## config.mk

```make
export PLATFORM = sky130hd
export DESIGN_NAME = fetch_queue
export DESIGN_NICKNAME = d
export VERILOG_FILES = /design/src/rtl/fetch_queue.sv
export SDC_FILE = /design/constraint.sdc
export NUM_CORES = 1
export LEC_CHECK = 0
export CAP_MARGIN = 40
export CELL_PAD_IN_SITES_DETAIL_PLACEMENT = 1
export CELL_PAD_IN_SITES_GLOBAL_PLACEMENT = 1
export CORE_MARGIN = 4
export CORE_UTILIZATION = 41
export CTS_BUF_LIST = sky130_fd_sc_hd__clkbuf_4 sky130_fd_sc_hd__clkbuf_8
export DETAILED_ROUTE_END_ITERATION = 8
export PLACE_DENSITY = 0.69
export SLEW_MARGIN = 15
export SYNTH_ARGS = -nofsm -noshare
export SYNTH_HDL_FRONTEND = slang
export SYNTH_SLANG_ARGS = --single-unit
```

## constraint.sdc

```tcl
create_clock -name i_clk -period 17.5 [get_ports i_clk]
set_input_delay 4.375 -clock i_clk [delete_from_list [all_inputs] [get_ports i_clk]]
set_output_delay 4.375 -clock i_clk [all_outputs]
set_load 0.005 [all_outputs]
```

## src/rtl/fetch_queue.sv

```systemverilog
// rtl/fetch_queue.sv - instruction fetch queue between fetch and decode
module fetch_queue #(
  parameter int DEPTH    = 8,
  parameter int WIDTH_PC = 32
) (
  input  logic                         i_clk,
  input  logic                         i_rst,
  input  logic                         i_flush,
  input  logic                         i_valid,
  input  logic [31:0]                  i_instr,
  input  logic [WIDTH_PC-1:0]          i_pc,
  output logic                         o_ready,
  input  logic                         i_en,
  output logic [31:0]                  o_instr,
  output logic [WIDTH_PC-1:0]          o_pc,
  output logic                         o_imask,
  output logic [$clog2(DEPTH+1)-1:0]   o_count
);

  localparam int PW = $clog2(DEPTH);
  localparam int CW = $clog2(DEPTH+1);
  localparam logic [31:0] NOP = 32'h0000_0013;

  logic [31:0]         instr_mem [DEPTH];
  logic [WIDTH_PC-1:0] pc_mem    [DEPTH];

  logic [PW-1:0] wr_ptr_q, wr_ptr_d;
  logic [PW-1:0] rd_ptr_q, rd_ptr_d;
  logic [CW-1:0] count_q, count_d;

  logic push;
  logic pop;

  // Handshakes and next-state for pointers and occupancy; flush wins over both.
  always_comb begin
    o_ready  = (count_q != CW'(DEPTH));
    o_imask  = (count_q != '0);
    push     = i_valid && o_ready && !i_flush;
    pop      = o_imask && i_en && !i_flush;
    wr_ptr_d = wr_ptr_q;
    rd_ptr_d = rd_ptr_q;
    count_d  = count_q;
    if (i_flush) begin
      wr_ptr_d = '0;
      rd_ptr_d = '0;
      count_d  = '0;
    end else begin
      if (push) wr_ptr_d = wr_ptr_q + PW'(1);
      if (pop)  rd_ptr_d = rd_ptr_q + PW'(1);
      if (push && !pop)      count_d = count_q + CW'(1);
      else if (pop && !push) count_d = count_q - CW'(1);
    end
  end

  // Control state: pointers and occupancy, cleared asynchronously.
  always_ff @(posedge i_clk or posedge i_rst) begin
    if (i_rst) begin
      wr_ptr_q <= '0;
      rd_ptr_q <= '0;
      count_q  <= '0;
    end else begin
      wr_ptr_q <= wr_ptr_d;
      rd_ptr_q <= rd_ptr_d;
      count_q  <= count_d;
    end
  end

  // Entry storage: written on an accepted push, contents never reset.
  always_ff @(posedge i_clk) begin
    if (push) begin
      instr_mem[wr_ptr_q] <= i_instr;
      pc_mem[wr_ptr_q]    <= i_pc;
    end
  end

  // Head presentation; an empty queue shows a NOP at PC 0 so decode stays harmless.
  always_comb begin
    o_count = count_q;
    if (o_imask) begin
      o_instr = instr_mem[rd_ptr_q];
      o_pc    = pc_mem[rd_ptr_q];
    end else begin
      o_instr = NOP;
      o_pc    = '0;
    end
  end

endmodule

```

==> impl_metrics.yaml, run 1 <==
outcome:
  status: "finished clean"
route:
  routed_via_density: 5.23
  via_count: 9550
  dr.pass1.iters: 6
  ant_nets: 0
  drc: 0
  wl_um: 44400
  drtIter0Drc: 681
  post_drt_wl_per_cell_um: 24.3
pwr:
  power.leakage_nw: 7.50
  ir_drop_uv: 83.9
  power_mw: 3.42
  power.density_nw_per_um2: 141
setup_path:
  rr_startpoint: "o_count[0]"
  path_class: "flip-flop to primary output"
  rr_endpoint: "instr_mem[2][15]"
  startpoint_type: "flip-flop"
  cp.required_ns: 13.12
  regToRegSetupSlack_ns: 14.24
  worst_setup_path_end_kind: "primary output"
  reg2reg_depth: 5
  cp.arrival_ns: 3.67
  cp_max_fo: 36
sta:
  fin_crit_sh_pct: 46.0
  worstMarginPinSlew_ns: 0.846
  rsz0062_at_grt: "no"
  hold_viol_final: 0
  period_minus_slack_ns: 8.05
  fin_skew_ns: 0.0183
  setup_viol: 0
  maxSlewHeadroom_pct: 43.6
  slew_violations: 0
  fmax_ghz: 0.124
  fin_tns_setup_ns: 0
floorplan:
  rows: 80
  dieArea_um2: 52700
  die_w_um: 230
  die_h_um: 230
  coreArea_um2: 48100
  start_util_pct: 41.8
  num_io_pins: 139
clocking:
  cts_tree: "yes"
  htree_levels: 3
  clk_pin_slew_worst_paths_ns: 0.07
  cts-resized-gates: 0
  cts_buffers: 86
  cts_setup_buffers: 0
  clk_latency_ns: 0.63
  hold_buffers: 0
  clockRootBuffer: "clkbuf_8"
  clock-sinks: 522
  clockBufferDepth: 3
global_route:
  grt_antenna_before_repair: 4
  track_usage_pct: 17.2
  overflow: 0
  grt_pass1_wl_um: 68400
  grt_max_degree: 49
  grt_pass1_vias: 10800
worst_hold_path:
  hold_end: "wr_ptr_q[0]"
  hold_path.startpoint: "wr_ptr_q[0]"
  holdPathStages: 2
  hp-class: "flip-flop to flip-flop"
logic_synthesis:
  yosys_most_used_dff: "edfxtp_1"
  synth_seq_cells: 522
  synth.cell_area_um2: 20100
  synth_cell_type_count: 40
  syn-instance-count: 893
  yosysWarnings: 0
  ys_seq_area_share_pct: 77.6
  ys_async_sr_fraction_pct: 1.92
  syn_nets: 967
  syn_area_per_cell_um2: 22.5
  synth_edf_count: 512
finish:
  fillers: 4324
  multi_input_area_um2: 4300
  regArea_um2: 15600
  stdcell_count: 1825
  drive_above_1_share_pct: 26.8
  synthToLayoutAreaGrowth_pct: 20.4
  nNetsFinal: 1174
place:
  io_buffers: 138
  post-dp-hpwl_um: 25200
  placed_cells: 1666
  gp_congestion: 0.675
job:
  maxCapViolations: 0
-- power breakdown --
group | internal [mW] | leakage (nW) | switching, mW | total, mW
registers | 1.42 | 4.75 | 0.0400 | 1.46
logic | 0.500 | 1.84 | 0.406 | 0.905
clock network | 0.588 | 0.912 | 0.467 | 1.05
total | 2.51 | 7.50 | 0.913 | 3.42
-- synthesized netlist by cell type, types with 2 or more instances --
| master | number | share of area [%] |
|---|---|---|
| buf_1 | 7 | 0.13 |
| buf_2 | 14 | 0.35 |
| buf_4 | 13 | 0.48 |
| clkbuf_1 | 11 | 0.21 |
| dfrtp_1 | 10 | 1.2 |
| edfxtp_1 | 512 | 76 |
| ha_1 | 4 | 0.25 |
| inv_1 | 5 | 0.093 |
| mux2i_1 | 67 | 3.3 |
| mux4_2 | 128 | 14 |
| nand2_1 | 8 | 0.15 |
| nand2b_1 | 2 | 0.062 |
| nand3_1 | 4 | 0.099 |
| nor2_1 | 76 | 1.4 |
| nor3_1 | 3 | 0.075 |
| xnor2_1 | 2 | 0.087 |
| xor2_1 | 4 | 0.17 |
-- cell usage in the layout, fill, tap and decap left out, drive strengths merged, types with 4 or more instances in the layout --
cell type	instances
bufinv	4
buf	27
dfrtp	10
inv	8
mux4	128
clkdlybuf4s50	138
nand2	9
clkinv	33
edfxtp	512
clkbuf	115
mux2i	67
nor3	4
nor2	76
xor2	4
ha	4
nand3	5
-- critical path: stages, from the launching register on --
cell             delay, ns
dfrtp_4               0.67
buf_16                0.28
buf_4                 0.33
buf_16                0.30
mux4_2                0.56
mux2i_1               0.22
nor2_1                0.12
clkdlybuf4s50_1       0.48
-- logic make-up (layout without fill, tap and decap cells) --
kind of cell	after synthesis	after routing	share of synthesized area, %
flops	522	522	77.6
mux	195	195	17.6
simple gates	102	102	2.27
buf+inv	52	326	1.34
compound gates	11	11	0.534
xor+xnor	6	6	0.261
fa+ha+maj	5	5	0.348
other cells	0	2	0
-- routing by layer --
layer / track usage (%) / share of wire (%) / vias up
met5: 0 / 0.050 / -
li1: - / - / 4135
met2: 28.6 / 50 / 222
met1: 23.1 / 43 / 5142
met3: 3.83 / 4.9 / 47
met4: 5.00 / 1.4 / 4
-- area by class of cell --
cell class | count | share of cell area [%]
clock inverters | 40 | 1.19
clock buffers | 115 | 5.86
repair buffers | 165 | 7.26
inverters | 6 | 0.0929
multi-input cells | 319 | 17.7
diodes | 2 | 0.0206
flip-flops and latches | 522 | 64.5
well taps | 656 | 3.38
-- worst max-delay path by stage --
stage	slack, ns	cells past startpoint	endpoint	startpoint
finish	9.45	7	o_instr[16]	rd_ptr_q[0]
global route	9.16	7	o_instr[16]	rd_ptr_q[0]
CTS	9.29	7	o_instr[16]	rd_ptr_q[0]
detailed placement	9.82	5	instr_mem[4][11]	i_valid
global placement	9.68	5	o_instr[9]	rd_ptr_q[0]
floorplan	7.60	4	instr_mem[0][0]	i_valid
-- flip-flops by register name (all words and copies together), names as in the netlist --
name       cells
instr_mem    256
pc_mem       256
o_count        4
rd_ptr_q       3
wr_ptr_q       3
-- through the flow --
step | hold WS (ns) | setup WS (ns) | util, % | instance area, um2
final | 0.627 | 9.45 | 50.4 | 24300
after global routing | 0.678 | 9.16 | 50.4 | 24200
after detailed placement | 0.617 | 9.82 | 46.7 | 22500
after global placement | 0.585 | 9.68 | 46.3 | 22300
after floorplan | 0.553 | 7.60 | - | 20100
after CTS | 0.635 | 9.29 | 50.3 | 24200
No activity file was read; power rests on OpenSTA's default activity.
==> run 2, diff against run 1 <==
- clock period: 17.5 -> 7.8 ns (I/O delays scaled with it)
==> impl_metrics.yaml, run 2 (synthesis gave the netlist of run 1 again) <==
floorplan:
  rows: 80
  die_w_um: 230
  die_h_um: 230
  dieArea_um2: 52700
  start_util_pct: 41.8
  num_io_pins: 139
  coreArea_um2: 48100
sta:
  maxSlewHeadroom_pct: 44.4
  worstMarginPinSlew_ns: 0.834
  slew_violations: 0
  fin_tns_setup_ns: 0
  fmax_ghz: 0.188
  finalHoldWorstSlack_ns: 0.615
  period_minus_slack_ns: 5.31
  setup_viol: 0
  hold_viol_final: 0
  rsz0062_at_grt: "no"
  fin_crit_sh_pct: 68.1
  fin_skew_ns: 0.0250
worst_hold_path:
  hold_end: "wr_ptr_q[0]"
  hp-class: "flip-flop to flip-flop"
  hold_path.startpoint: "wr_ptr_q[0]"
  holdPathStages: 2
outcome:
  status: "finished clean"
finish:
  fillers: 4305
  drive_above_1_share_pct: 26.7
  nNetsFinal: 1178
  regArea_um2: 15600
  mostFrequentLayoutCell: "edfxtp_1"
  layout_common_cells: "edfxtp_1 (512), clkdlybuf4s50_1 (138), mux4_2 (128)"
  multi_input_area_um2: 4300
  synthToLayoutAreaGrowth_pct: 20.8
clocking:
  clockBufferDepth: 3
  htree_levels: 3
  clockRootBuffer: "clkbuf_8"
  cts-resized-gates: 0
  cts_buffers: 89
  clk_pin_slew_worst_paths_ns: 0.06
  clk_latency_ns: 0.64
  cts_setup_buffers: 0
  hold_buffers: 0
  cts_tree: "yes"
  clock-sinks: 522
global_route:
  busiest_layer: "met2"
  track_usage_pct: 16.7
  grt_pass1_vias: 10600
  grt_use_met2_pct: 28.7
  overflow: 0
  use_met1_pct: 21.3
  grt_pass1_wl_um: 66700
  met3_usage_pct: 4.16
  grt_max_degree: 45
  grt_antenna_before_repair: 4
setup_path:
  worst_setup_path_end_kind: "primary output"
  cp.required_ns: 5.85
  reg2reg_depth: 5
  cp_max_fo: 37
  regToRegSetupSlack_ns: 4.84
  rr_endpoint: "instr_mem[6][10]"
  rr_startpoint: "o_count[0]"
  startpoint_type: "flip-flop"
  cp.arrival_ns: 3.36
  path_class: "flip-flop to primary output"
place:
  gp_congestion: 0.679
  post-dp-hpwl_um: 25400
  io_buffers: 138
job:
  maxCapViolations: 0
route:
  drtIter0Drc: 578
  ant_nets: 0
  wl_um: 43300
  via_count: 9544
  dr.pass1.iters: 5
  post_drt_wl_per_cell_um: 23.7
  routed_via_density: 5.22
  drc: 0
pwr:
  power_mw: 7.66
  power.leakage_nw: 7.53
  power.density_nw_per_um2: 315
  ir_drop_uv: 148
[run 2: critical path, cell delays in order, from the launching register on]
cell and delay, ns:
dfrtp_4 0.95, buf_4 0.66, mux2i_1 0.16, nor2_1 0.34
clkdlybuf4s50_1 0.58
[run 2: layout make-up]
type | instances | share of cell area [%]
sequential | 522 | 64.3
antenna | 2 | 0.0206
inverter | 6 | 0.0926
clock inverter | 30 | 0.844
multi-input combinational | 319 | 17.7
timing repair buffer | 166 | 7.47
tap | 656 | 3.37
clock buffer | 126 | 6.25
[run 2: where the power goes]
part           internal [mW]  switching (mW)
clock network           1.35            1.03
logic                   1.11           0.920
registers               3.18          0.0685
total                   5.64            2.02
[run 2: worst max-delay path by stage]
stage / start / to / cells past startpoint
global placement: i_valid / instr_mem[6][9] / 5
CTS: rd_ptr_q[0] / o_pc[4] / 5
floorplan: i_valid / instr_mem[0][0] / 4
detailed placement: rd_ptr_q[0] / o_pc[4] / 5
finish: rd_ptr_q[2] / o_pc[2] / 4
global route: rd_ptr_q[2] / o_pc[2] / 4
[run 2: routing by layer]
metal	share of wire, %	wire (um)	up-vias
li1	-	-	4138
met1	42	18100	5081
met2	51	22200	239
met3	4.8	2070	82
met4	2.1	929	4
met5	0.049	21	-
[run 2: metrics by stage]
step | cells | area, um2 | setup WS (ns) | util, %
after global placement | 1658 | 22300 | 2.70 | 46.3
final | 1827 | 24300 | 2.49 | 50.5
after CTS | 1824 | 24300 | 2.15 | 50.5
after floorplan | 893 | 20100 | 0.328 | -
after detailed placement | 1668 | 22600 | 2.84 | 46.9
after global routing | 1825 | 24300 | 2.30 | 50.5
